**config.mk**
```make
export PLATFORM = sky130hd
export DESIGN_NAME = motor_guard_flat
export DESIGN_NICKNAME = d
export VERILOG_FILES = /design/src/rtl/motor_guard_if.sv /design/src/rtl/motor_guard.sv /design/src/flat_wrapper.sv
export SDC_FILE = /design/constraint.sdc
export NUM_CORES = 1
export LEC_CHECK = 0
export BUFFER_PORTS_ARGS = -buffer_cell sky130_fd_sc_hd__buf_2
export CAP_MARGIN = 20
export CORE_ASPECT_RATIO = 1.1
export CORE_MARGIN = 2
export CORE_UTILIZATION = 55
export CTS_CLUSTER_DIAMETER = 80
export CTS_CLUSTER_SIZE = 24
export DETAILED_ROUTE_END_ITERATION = 7
export PLACE_DENSITY = 0.74
export SYNTH_ARGS = -nofsm -noshare
export SYNTH_HDL_FRONTEND = slang
export SYNTH_SLANG_ARGS = --single-unit
```
**constraint.sdc**
```tcl
create_clock -name clk -period 2.65 [get_ports clk]
set_input_delay 0.795 -clock clk [delete_from_list [all_inputs] [get_ports clk]]
set_output_delay 0.795 -clock clk [all_outputs]
set_load 0.02 [all_outputs]
```
**src/rtl/motor_guard_if.sv**
```systemverilog
// Signal bundle between the PWM/switch side and the motor_guard output stage.
// The guard consumes pulse, switches and comparators and drives the bridge pins and status.
interface motor_guard_if;
  logic       pulse;
  logic       en_sw;
  logic       fwd_sw;
  logic       bwd_sw;
  logic       comp_a;
  logic       comp_b;
  logic       ena;
  logic       enb;
  logic [3:0] hb_in;
  logic [2:0] state;
  logic [1:0] dir;
  logic       oc_now;
  logic       fault;
  logic       lockout;

  modport master (
    output pulse, en_sw, fwd_sw, bwd_sw, comp_a, comp_b,
    input  ena, enb, hb_in, state, dir, oc_now, fault, lockout
  );

  modport slave (
    input  pulse, en_sw, fwd_sw, bwd_sw, comp_a, comp_b,
    output ena, enb, hb_in, state, dir, oc_now, fault, lockout
  );
endinterface

```
**src/rtl/motor_guard.sv**
```systemverilog
// H-bridge output guard: dead-time on reversal/stop, filtered overcurrent cutoff,
// cooldown retry and lockout after repeated faults. All outputs are registered.
module motor_guard #(
  parameter int DEADTIME_CYCLES = 100000,
  parameter int FILTER_CYCLES   = 8,
  parameter int COOLDOWN_CYCLES = 50000000,
  parameter int MAX_RETRIES     = 3
) (
  input  logic          clk,
  input  logic          reset,
  motor_guard_if.slave  bus
);

  typedef enum logic [2:0] {
    ST_IDLE    = 3'd0,
    ST_RUN     = 3'd1,
    ST_DEAD    = 3'd2,
    ST_FAULT   = 3'd3,
    ST_LOCKOUT = 3'd4
  } state_e;

  localparam logic [1:0] DIR_NONE = 2'b00;
  localparam logic [1:0] DIR_FWD  = 2'b01;
  localparam logic [1:0] DIR_BWD  = 2'b10;

  localparam int TMAX = (DEADTIME_CYCLES > COOLDOWN_CYCLES) ? DEADTIME_CYCLES : COOLDOWN_CYCLES;
  localparam int TW   = (TMAX > 1) ? $clog2(TMAX + 1) : 1;
  localparam int FW   = $clog2(FILTER_CYCLES + 1);
  localparam int RW   = $clog2(MAX_RETRIES + 1);

  state_e        state_q, state_d;
  logic [1:0]    dir_q, dir_d;
  logic [TW-1:0] tmr_q, tmr_d;
  logic [RW-1:0] retry_q, retry_d;
  logic [FW-1:0] flt_cnt_q, flt_cnt_d;
  logic          sync_a_q, sync_b_q;
  logic          oc_now_q;
  logic          ena_q, enb_q, fault_q, lockout_q;
  logic [3:0]    hb_q, hb_d;
  logic [1:0]    cmd;
  logic          oc_flt;
  logic          enter_fault;
  logic [RW-1:0] retry_inc;

  // Each comparator gets its own first stage; the OR is taken into the shared second stage.
  always_ff @(posedge clk) begin
    if (reset) begin
      sync_a_q  <= 1'b0;
      sync_b_q  <= 1'b0;
      oc_now_q  <= 1'b0;
      flt_cnt_q <= '0;
    end else begin
      sync_a_q  <= bus.comp_a;
      sync_b_q  <= bus.comp_b;
      oc_now_q  <= sync_a_q | sync_b_q;
      flt_cnt_q <= flt_cnt_d;
    end
  end

  always_comb begin
    flt_cnt_d = '0;
    if (oc_now_q) begin
      flt_cnt_d = (flt_cnt_q == FW'(FILTER_CYCLES)) ? flt_cnt_q : flt_cnt_q + 1'b1;
    end
  end

  assign oc_flt = (flt_cnt_q == FW'(FILTER_CYCLES));

  always_comb begin
    cmd = DIR_NONE;
    if (bus.en_sw && bus.fwd_sw && !bus.bwd_sw) begin
      cmd = DIR_FWD;
    end else if (bus.en_sw && bus.bwd_sw && !bus.fwd_sw) begin
      cmd = DIR_BWD;
    end
  end

  always_comb begin
    state_d     = state_q;
    dir_d       = dir_q;
    tmr_d       = tmr_q;
    retry_d     = retry_q;
    enter_fault = 1'b0;
    retry_inc   = retry_q + 1'b1;
    hb_d        = 4'b0000;
    case (state_q)
      ST_IDLE: begin
        if (!oc_flt && cmd != DIR_NONE) begin
          state_d = ST_RUN;
          dir_d   = cmd;
        end
      end
      ST_RUN: begin
        if (oc_flt) begin
          enter_fault = 1'b1;
        end else if (cmd != dir_q) begin
          state_d = ST_DEAD;
          tmr_d   = TW'(DEADTIME_CYCLES - 1);
        end
      end
      ST_DEAD: begin
        if (oc_flt) begin
          enter_fault = 1'b1;
        end else if (tmr_q == '0) begin
          if (cmd == DIR_NONE) begin
            state_d = ST_IDLE;
          end else begin
            state_d = ST_RUN;
            dir_d   = cmd;
          end
        end else begin
          tmr_d = tmr_q - 1'b1;
        end
      end
      ST_FAULT: begin
        if (tmr_q == '0) begin
          state_d = ST_IDLE;
        end else begin
          tmr_d = tmr_q - 1'b1;
        end
      end
      ST_LOCKOUT: begin
        if (!bus.en_sw) begin
          state_d = ST_IDLE;
        end
      end
      default: state_d = ST_IDLE;
    endcase

    if (enter_fault) begin
      retry_d = retry_inc;
      tmr_d   = TW'(COOLDOWN_CYCLES - 1);
      state_d = (retry_inc >= RW'(MAX_RETRIES)) ? ST_LOCKOUT : ST_FAULT;
    end
    if (!bus.en_sw) begin
      retry_d = '0;
    end

    // The direction register only ever holds a real direction while driving.
    if (state_d != ST_RUN) begin
      dir_d = DIR_NONE;
    end
    case (dir_d)
      DIR_FWD: hb_d = 4'b1001;
      DIR_BWD: hb_d = 4'b0110;
      default: hb_d = 4'b0000;
    endcase
  end

  always_ff @(posedge clk) begin
    if (reset) begin
      state_q   <= ST_IDLE;
      dir_q     <= DIR_NONE;
      tmr_q     <= '0;
      retry_q   <= '0;
      hb_q      <= 4'b0000;
      ena_q     <= 1'b0;
      enb_q     <= 1'b0;
      fault_q   <= 1'b0;
      lockout_q <= 1'b0;
    end else begin
      state_q   <= state_d;
      dir_q     <= dir_d;
      tmr_q     <= tmr_d;
      retry_q   <= retry_d;
      hb_q      <= hb_d;
      ena_q     <= (state_d == ST_RUN) && bus.pulse;
      enb_q     <= (state_d == ST_RUN) && bus.pulse;
      fault_q   <= (state_d == ST_FAULT);
      lockout_q <= (state_d == ST_LOCKOUT);
    end
  end

  assign bus.ena     = ena_q;
  assign bus.enb     = enb_q;
  assign bus.hb_in   = hb_q;
  assign bus.state   = state_q;
  assign bus.dir     = dir_q;
  assign bus.oc_now  = oc_now_q;
  assign bus.fault   = fault_q;
  assign bus.lockout = lockout_q;

endmodule

```
**src/flat_wrapper.sv**
```systemverilog
// flat-port wrapper written by rule: the top's interface ports become plain ports
module motor_guard_flat 
#(
  parameter int DEADTIME_CYCLES = 100000,
  parameter int FILTER_CYCLES   = 8,
  parameter int COOLDOWN_CYCLES = 50000000,
  parameter int MAX_RETRIES     = 3
)
  (clk, reset, bus_pulse, bus_en_sw, bus_fwd_sw, bus_bwd_sw, bus_comp_a, bus_comp_b, bus_ena, bus_enb, bus_hb_in, bus_state, bus_dir, bus_oc_now, bus_fault, bus_lockout);
  motor_guard_if bus_i ();
  input  logic clk;
  input  logic reset;
  input wire logic [$bits(bus_i.pulse)-1:0] bus_pulse;
  input wire logic [$bits(bus_i.en_sw)-1:0] bus_en_sw;
  input wire logic [$bits(bus_i.fwd_sw)-1:0] bus_fwd_sw;
  input wire logic [$bits(bus_i.bwd_sw)-1:0] bus_bwd_sw;
  input wire logic [$bits(bus_i.comp_a)-1:0] bus_comp_a;
  input wire logic [$bits(bus_i.comp_b)-1:0] bus_comp_b;
  output wire logic [$bits(bus_i.ena)-1:0] bus_ena;
  output wire logic [$bits(bus_i.enb)-1:0] bus_enb;
  output wire logic [$bits(bus_i.hb_in)-1:0] bus_hb_in;
  output wire logic [$bits(bus_i.state)-1:0] bus_state;
  output wire logic [$bits(bus_i.dir)-1:0] bus_dir;
  output wire logic [$bits(bus_i.oc_now)-1:0] bus_oc_now;
  output wire logic [$bits(bus_i.fault)-1:0] bus_fault;
  output wire logic [$bits(bus_i.lockout)-1:0] bus_lockout;
  assign bus_i.pulse = bus_pulse;
  assign bus_i.en_sw = bus_en_sw;
  assign bus_i.fwd_sw = bus_fwd_sw;
  assign bus_i.bwd_sw = bus_bwd_sw;
  assign bus_i.comp_a = bus_comp_a;
  assign bus_i.comp_b = bus_comp_b;
  assign bus_ena = bus_i.ena;
  assign bus_enb = bus_i.enb;
  assign bus_hb_in = bus_i.hb_in;
  assign bus_state = bus_i.state;
  assign bus_dir = bus_i.dir;
  assign bus_oc_now = bus_i.oc_now;
  assign bus_fault = bus_i.fault;
  assign bus_lockout = bus_i.lockout;
  motor_guard #(.DEADTIME_CYCLES(DEADTIME_CYCLES), .FILTER_CYCLES(FILTER_CYCLES), .COOLDOWN_CYCLES(COOLDOWN_CYCLES), .MAX_RETRIES(MAX_RETRIES)) u_core (.clk(clk), .reset(reset), .bus(bus_i));
endmodule
```
==> flow_summary.yaml, run 1 <==
timing:
  setup_violations: 0
  slew_headroom: 0.677
  fmax_mhz: 406
  hold_ws_ns: 0.441
  finClkSkew_ns: 0.00400
  timing.final.crit_share: 0.929
  min_period_ns: 2.46
  hold_viol: 0
  rsz0062_at_grt: "false"
  fin_tns_setup_ns: 0
  slew_viol_final: 0
  worst_slew_pin_slew_ns: 0.483
synth:
  yosysSeqAreaShare: 0.356
  ys.flop_type: "dfxtp_1"
  syn_inst: 309
  avgSynthCellArea_um2: 8.19
  synthArstFlopShare: 0
  syn_area_um2: 2530
  synth.area.top_cells: "dfxtp_1 36%, nor2_1 5.6%, a21oi_1 5.5%"
  synth_fp_nets: 321
  yosys.area.top_type: "dfxtp_1"
  synth-seq-cells: 45
  ys_warn_count: 0
  synth-edff-count: 0
  synth_top_area_frac: 0.356
  ys_types: 60
drt:
  viasPerCell: 6.06
  drt_pass1_iterations: 4
  wl_per_cell_um: 15.8
  drtIter0Drc: 211
  drc: 0
  antenna_left: 0
  vias: 2369
  wirelength_um: 6160
cts:
  cts_tree: "yes"
  post_cts_buffers: 0
  clkLatencyLatePin_ns: 0.30
  clockBufferDepth: 2
  cts_made_buffers: 5
  htree_levels: 2
  clock-sinks: 45
  clkTransAtPathRegs_ns: 0.09
  cts-root-buf: "clkbuf_8"
worst_setup_path:
  cp.required_ns: 2.85
  crit_arrival_ns: 2.66
  r2r_cells: 8
  critPathCaptureType: "flop"
  startpoint_type: "flop"
  worstSetupPathType: "flop to flop"
  path_max_fanout: 8
worst_hold_path:
  min_path_cells: 2
  hold_path.class: "flop to flop"
power_and_ir_drop:
  power_mw: 2.03
  peakVddDrop_uv: 398
  p_leak_nw: 1.10
  power_density_nw_per_um2: 715
grt:
  use_met2: 0.390
  busiest_layer: "met2"
  grt-ovfl-total: 0
  grt_use_met3: 0.0448
  antenna_found_initial: 0
  track_usage: 0.259
  grt_max_degree: 31
  grt_pass1_wl_um: 10100
  grt_pass1_vias: 2151
  met1_usage: 0.375
job:
  maxCapViolCount: 0
final_layout:
  area_growth_pct: 12.0
  seqCellArea_um2: 901
  mostFrequentLayoutCells: "45 x dfxtp_1, 38 x nor2_1, 28 x a21oi_1, 25 x nor3_1, 21 x buf_2"
  num_antenna_cells: 0
  final_layout_size_suffix_gt1_frac: 0.181
  fillers: 402
  multi_input_area_um2: 1510
  nNetsFinal: 348
  fin_util: 0.652
  final_common_cell: "dfxtp_1"
die:
  core_um2: 4350
  ios: 22
  num_rows: 25
  dieArea_um2: 5160
  initial_utilization: 0.582
  dieWidth_um: 68.7
  die_h_um: 75.2
run_status:
  outcome: "completed"
placement:
  portBuffers: 21
  place_congestion: 0.931
  dp_hpwl_um: 4530
-- logic make-up after synthesis --
group	Yosys count	share of synthesized area
and+or+nand+nor	138	0.301
AOI/OAI and AO/OA	83	0.233
DFF	45	0.356
buffers and inverters	28	0.0509
xor gates and xnor gates	9	0.0311
adders and majority gates	4	0.0198
muxes	2	0.00840
-- routing by layer --
metal	up-vias	routed length, um
met2	67	2850
met3	10	317
li1	1201	-
met4	0	66
met5	-	0
met1	1091	2920
-- layout make-up --
| type | instances | area share |
|---|---|---|
| multi-input combinational | 236 | 0.531 |
| clock inverter | 3 | 0.00794 |
| sequential | 45 | 0.318 |
| inverter | 10 | 0.0132 |
| clock buffer | 5 | 0.0243 |
| timing repair buffer | 38 | 0.0821 |
| tap | 54 | 0.0238 |
-- synthesized netlist by cell type, types with 3 or more instances --
cell type / instances
nand3b_1: 3
inv_1: 10
a21oi_1: 28
or4_1: 3
or3_1: 8
nor2_1: 38
ha_1: 4
a311oi_1: 6
nand4b_1: 4
o21ai_0: 11
a31oi_1: 5
xor2_1: 4
xnor2_1: 5
dfxtp_1: 45
nand2b_1: 6
a211oi_1: 3
buf_4: 6
nand2_1: 16
nor2b_1: 4
o211ai_1: 3
nor3_1: 25
clkbuf_1: 11
nand3_1: 4
a2111oi_1: 4
nor4_1: 7
nand4_1: 3
-- power by group --
part / internal [mW] / switching, mW / leakage (nW)
Combinational: 0.302 / 0.509 / 0.696
Clock: 0.185 / 0.247 / 0.0364
Sequential: 0.724 / 0.0600 / 0.365
-- state kept, by name, indices dropped and copies added, names as in the netlist --
register,cells
u_core.tmr_q,26
u_core.flt_cnt_q,4
u_core.bus.state,3
u_core.bus.dir,2
u_core.bus.hb_in,2
u_core.retry_q,2
u_core.bus.ena,1
u_core.bus.fault,1
u_core.bus.lockout,1
u_core.bus.oc_now,1
u_core.sync_a_q,1
u_core.sync_b_q,1
-- critical path, cell delays in order (launching register included) --
cell and delay, ns:
dfxtp_1 0.36, inv_1 0.07, ha_1 0.16, or4b_4 0.55, or3_4 0.43, o21ai_4 0.24, nand2_2 0.12, a21boi_1 0.14
a311oi_1 0.29
-- through the flow --
step	worst slack, ns	cells	area, um^2
after floorplan	0.145	309	2530
after global placement	0.142	383	2740
after detailed placement	0.0908	383	2740
after CTS	0.0597	391	2830
after global routing	0.0455	391	2840
final	0.189	391	2840
-- timing repair --
| item | 4_1_cts | 5_1_grt |
|---|---|---|
| hold buffers | 0 | 0 |
| setup endpoints to repair | 0 | 17 |
| resized for setup | 0 | 1 |
-- path summary, 6_finish.rpt --
path	from	end	slack (ns)
hold / removal	u_core.sync_a_q	u_core.bus.oc_now	0.44
setup / recovery	u_core.tmr_q[0]	u_core.tmr_q[5]	0.19
hold reg to reg	u_core.sync_a_q	u_core.bus.oc_now	0.44
setup reg to reg	u_core.tmr_q[0]	u_core.tmr_q[5]	0.19
Power figures use the tool's default switching activity.
==> inputs of run 2 (changes only) <==
==> constraint.sdc (replaced) <==
create_clock -name clk -period 2.65 [get_ports clk]
set_input_delay 0.1325 -clock clk [delete_from_list [all_inputs] [get_ports clk]]
set_output_delay 0.1325 -clock clk [all_outputs]
set_load 0.02 [all_outputs]
==> run 2 against run 1 <==
  * Setup slack better by 0.069 ns
  * Critical path depth unchanged
  * Power is 5.2% higher
  * Cell area about the same
  * First-iteration DRC count shrank 7.1%
  * Wire length shrank 3.2%
  * Critical path type unchanged
  * Combinational power increased by 0.6%
==> flow_summary.yaml, run 2 (synthesis gave the netlist of run 1 again) <==
cts:
  clkTransAtPathRegs_ns: 0.09
  clock-sinks: 45
  post_cts_buffers: 0
  clockBufferDepth: 2
  htree_levels: 2
  postCtsHoldBufs: 0
  clkLatencyLatePin_ns: 0.30
  cts_made_buffers: 5
  cts_tree: "yes"
  cts-root-buf: "clkbuf_8"
timing:
  worst_slew_pin_slew_ns: 0.585
  fmax_mhz: 418
  slew_viol_final: 0
  min_period_ns: 2.39
  finClkSkew_ns: 0.00792
  timing.final.crit_share: 0.903
  slew_headroom: 0.606
  rsz0062_at_grt: "false"
  fin_tns_setup_ns: 0
  hold_ws_ns: 0.0399
  setup_violations: 0
  hold_viol: 0
grt:
  grt_pass1_wl_um: 9880
  grt-ovfl-total: 0
  grt_pass1_vias: 2133
  antenna_found_initial: 0
  grt_max_degree: 32
  track_usage: 0.250
die:
  die_h_um: 75.2
  initial_utilization: 0.582
  ios: 22
  dieArea_um2: 5160
  core_um2: 4350
  num_rows: 25
  dieWidth_um: 68.7
worst_setup_path:
  worstSetupPathType: "flop to flop"
  critPathCaptureType: "flop"
  startpoint_type: "flop"
  crit_family: "simple AND/OR/NAND/NOR gates"
  reg2reg_setup_slack_ns: 0.26
  cp.required_ns: 2.84
  max_stage_delay_ns: 0.55
  cp_num_buf_inv: 1
  crit_slowest_cell: "or4b_4"
  path_max_fanout: 8
  cp_cell_sequence: "inv_1 -> ha_1 -> or4b_4 -> or3_4 -> nor2_2 -> a22o_4 -> o31ai_4 -> a2111oi_1"
  crit_arrival_ns: 2.58
drt:
  antenna_left: 0
  viasPerCell: 6.12
  drc: 0
  wirelength_um: 5960
  drt_pass1_iterations: 4
  drtIter0Drc: 196
  wl_per_cell_um: 15.4
  vias: 2373
final_layout:
  num_antenna_cells: 0
  largest_reg_flops: 26
  final_layout_size_suffix_gt1_frac: 0.174
  area_growth_pct: 12.1
  mostFrequentLayoutCells: "45 x dfxtp_1, 38 x nor2_1, 28 x a21oi_1, 25 x nor3_1, 21 x buf_2"
  final_common_cell: "dfxtp_1"
  largest-register: "u_core.tmr_q"
  nNetsFinal: 345
run_status:
  outcome: "completed"
placement:
  portBuffers: 21
  place_congestion: 0.889
  dp_hpwl_um: 4390
power_and_ir_drop:
  p_leak_nw: 1.10
  peakVddDrop_uv: 470
  power_density_nw_per_um2: 752
job:
  maxCapViolCount: 0
worst_hold_path:
  hold_path.class: "input port to flop"
-- run 2: changes by cell type in the layout (fill, tap and decap cells not counted) --
| cell | previous run | this run |
|---|---|---|
| clkinvlp_4 | 3 | 1 |
| bufinv_16 | 0 | 1 |
| buf_4 | 17 | 14 |
| clkinv_4 | 0 | 1 |
-- run 2: power breakdown --
group          switching [mW]  internal, mW
sequential             0.0591         0.724
clock                   0.250         0.282
combinational           0.506         0.311
-- run 2: stage by stage --
step	instances	power, mW	worst slack, ns	utilization	instance area [um^2]
detailed placement	380	1.60	0.109	0.625	2720
CTS	388	2.13	0.0634	0.652	2830
floorplan	309	1.40	0.293	-	2530
finish	388	2.13	0.258	0.652	2840
global placement	380	1.59	0.165	0.625	2720
global route	388	2.25	0.0817	0.652	2840
-- run 2: what timing repair did --
item / CTS / global route
endpoints found under the hold margin: 0 / 0
endpoints found under the setup margin: 0 / 12
resized for setup: 0 / 1
-- run 2: area by class of cell --
class	count	area, um^2
Clock buffer	5	68.8
Multi-Input combinational cell	236	1510
Sequential cell	45	901
Inverter	10	37.5
Tap cell	54	67.6
Timing Repair Buffer	35	210
Fill cell	382	1510
Clock inverter	3	46.3
-- run 2: final timing paths --
path,from,endpoint,cells after the start
worst min register to register,u_core.sync_a_q,u_core.bus.oc_now,2
worst max register to register,u_core.tmr_q[0],u_core.bus.dir[1],8
worst max-delay path,u_core.tmr_q[0],u_core.bus.dir[1],8
worst min-delay path,bus_comp_b,u_core.sync_b_q,2
-- run 2: metal layers --
| layer | global-route usage | wire length [um] |
|---|---|---|
| met4 | 0.0644 | 62 |
| met1 | 0.359 | 2950 |
| met3 | 0.0389 | 180 |
| met2 | 0.390 | 2770 |
| met5 | 0 | 0 |
==> inputs of run 3 (changes only) <==
==> constraint.sdc (replaced) <==
create_clock -name clk -period 2.81 [get_ports clk]
set_input_delay 0.1405 -clock clk [delete_from_list [all_inputs] [get_ports clk]]
set_output_delay 0.1405 -clock clk [all_outputs]
set_load 0.02 [all_outputs]
==> run 3 against run 2 <==
  * Clock skew up 0.00064 ns
  * Clock-buffer cell count unchanged
  * Via count down 0.13%
  * Register-to-register slack worse by 0.02 ns
  * Critical endpoint is now u_core.bus.hb_in[2]
  * Setup slack worse by 0.024 ns
  * Largest power group unchanged
  * Clock power down 19%
  * Critical path depth unchanged
  * Sequential power down 5.7%
  * First-iteration DRC count down 19%
==> flow_summary.yaml, run 3 (synthesis gave the netlist of run 1 again) <==
run_status:
  outcome: "completed"
final_layout:
  final_layout_size_suffix_gt1_frac: 0.166
  num_antenna_cells: 0
  fillers: 390
  largest_reg_flops: 26
  multi_input_area_um2: 1510
  final_common_cell: "dfxtp_1"
  nNetsFinal: 342
  largest-register: "u_core.tmr_q"
  mostFrequentLayoutCells: "45 x dfxtp_1, 38 x nor2_1, 28 x a21oi_1, 25 x nor3_1, 21 x buf_2"
  final_area_um2: 2790
  area_growth_pct: 10.4
  seqCellArea_um2: 901
worst_setup_path:
  crit_arrival_ns: 2.77
  crit_slowest_cell: "or4b_4"
  cp_cell_sequence: "inv_1 -> ha_1 -> or4b_4 -> nor3_4 -> nand2_1 -> a22oi_2 -> nand2_1 -> a2111oi_1"
  critPathCaptureType: "flop"
  startpoint_type: "flop"
  path_max_fanout: 8
  cp.required_ns: 3.01
  worstSetupPathType: "flop to flop"
  max_stage_delay_ns: 0.57
  crit_top_cell: "nand2_1"
cts:
  clkTransAtPathRegs_ns: 0.10
  clkLatencyLatePin_ns: 0.30
  cts_resized: 0
  clock-sinks: 45
  clockBufferDepth: 2
  htree_levels: 2
  post_cts_buffers: 0
  cts-root-buf: "clkbuf_8"
  postCtsHoldBufs: 0
  cts_tree: "yes"
  cts_made_buffers: 5
power_and_ir_drop:
  internal-power_mw: 1.15
  swShare: 0.408
  p_seq_frac: 0.379
  power_mw: 1.95
  comb_power_share: 0.399
  peakVddDrop_uv: 348
  power_density_nw_per_um2: 697
  p_sw_uw: 794
  p_clk_frac: 0.221
  p_leak_nw: 1.08
die:
  core_um2: 4350
  dieWidth_um: 68.7
  num_rows: 25
  dieArea_um2: 5160
  initial_utilization: 0.582
  ios: 22
  die_h_um: 75.2
placement:
  dp_slack_ns: 0.138
  placed_cell_area_um2: 2700
  dp_hpwl_um: 4330
  place_congestion: 0.851
  portBuffers: 21
grt:
  use_met2: 0.370
  grt-ovfl-total: 0
  grt_pass1_vias: 2055
  busiest_layer: "met2"
  track_usage: 0.243
  grt_pass1_wl_um: 9540
  grt_max_degree: 32
  grt_use_met3: 0.0538
  met1_usage: 0.352
  antenna_found_initial: 0
timing:
  setup_violations: 0
  slew_viol_final: 0
  fin_tns_setup_ns: 0
  rsz0062_at_grt: "false"
  worst_slew_pin_slew_ns: 0.558
  setup_slack_ns: 0.234
  finClkSkew_ns: 0.00856
  fmax_mhz: 388
  timing.final.crit_share: 0.917
  min_period_ns: 2.58
  hold_viol: 0
  slew_headroom: 0.624
drt:
  wl_per_cell_um: 15.4
  drtIter0Drc: 159
  wirelength_um: 5930
  drc: 0
  drt_pass1_iterations: 5
  vias: 2370
  viasPerCell: 6.16
  antenna_left: 0
worst_hold_path:
  hold_path.class: "input port to flop"
job:
  maxCapViolCount: 0
==> run 3: final timing paths <==
path | from | endpoint | slack [ns] | cells past startpoint
max reg2reg | u_core.tmr_q[0] | u_core.bus.hb_in[2] | 0.23 | 8
min reg2reg | u_core.sync_b_q | u_core.bus.oc_now | 0.45 | 2
min | bus_comp_a | u_core.sync_a_q | 0.04 | 2
max | u_core.tmr_q[0] | u_core.bus.hb_in[2] | 0.23 | 8
==> run 3: final cells by class <==
class / count / area share
multi-input cells: 236 / 0.539
flip-flops and latches: 45 / 0.322
repair buffers: 32 / 0.0672
clock buffers: 5 / 0.0246
well taps: 54 / 0.0242
inverters: 10 / 0.0134
clock inverters: 3 / 0.00940
==> run 3: stage by stage <==
step / utilization / std cells / hold WS (ns)
after detailed placement: 0.620 / 377 / 0.361
after global routing: 0.643 / 385 / 0.0509
after CTS: 0.642 / 385 / 0.0406
final: 0.643 / 385 / 0.0435
after global placement: 0.620 / 377 / 0.361
after floorplan: - / 309 / 0.261
==> run 3: power groups by stage <==
| stage | combinational, mW | clock [mW] | sequential, mW |
|---|---|---|---|
| after floorplan | 0.578 | 0 | 0.740 |
| after global placement | 0.746 | 0 | 0.751 |
| after detailed placement | 0.756 | 0 | 0.751 |
| after CTS | 0.759 | 0.441 | 0.736 |
| after global routing | 0.859 | 0.465 | 0.746 |
| final | 0.778 | 0.431 | 0.738 |
==> run 3: critical path: cells and delay by family, from the launching register on <==
family,cells,cell delay [ns]
adder cells (fa/ha/maj),1,0.23
flip-flops,1,0.36
buffers and inverters,1,0.07
AO/OA/AOI/OAI,2,0.64
AND/OR/NAND/NOR,4,1.17
==> run 3: metal layers <==
layer	routed length [um]	vias up
li1	-	1189
met1	2870	1102
met2	2700	70
met3	299	9
met4	58	0
met5	0	-
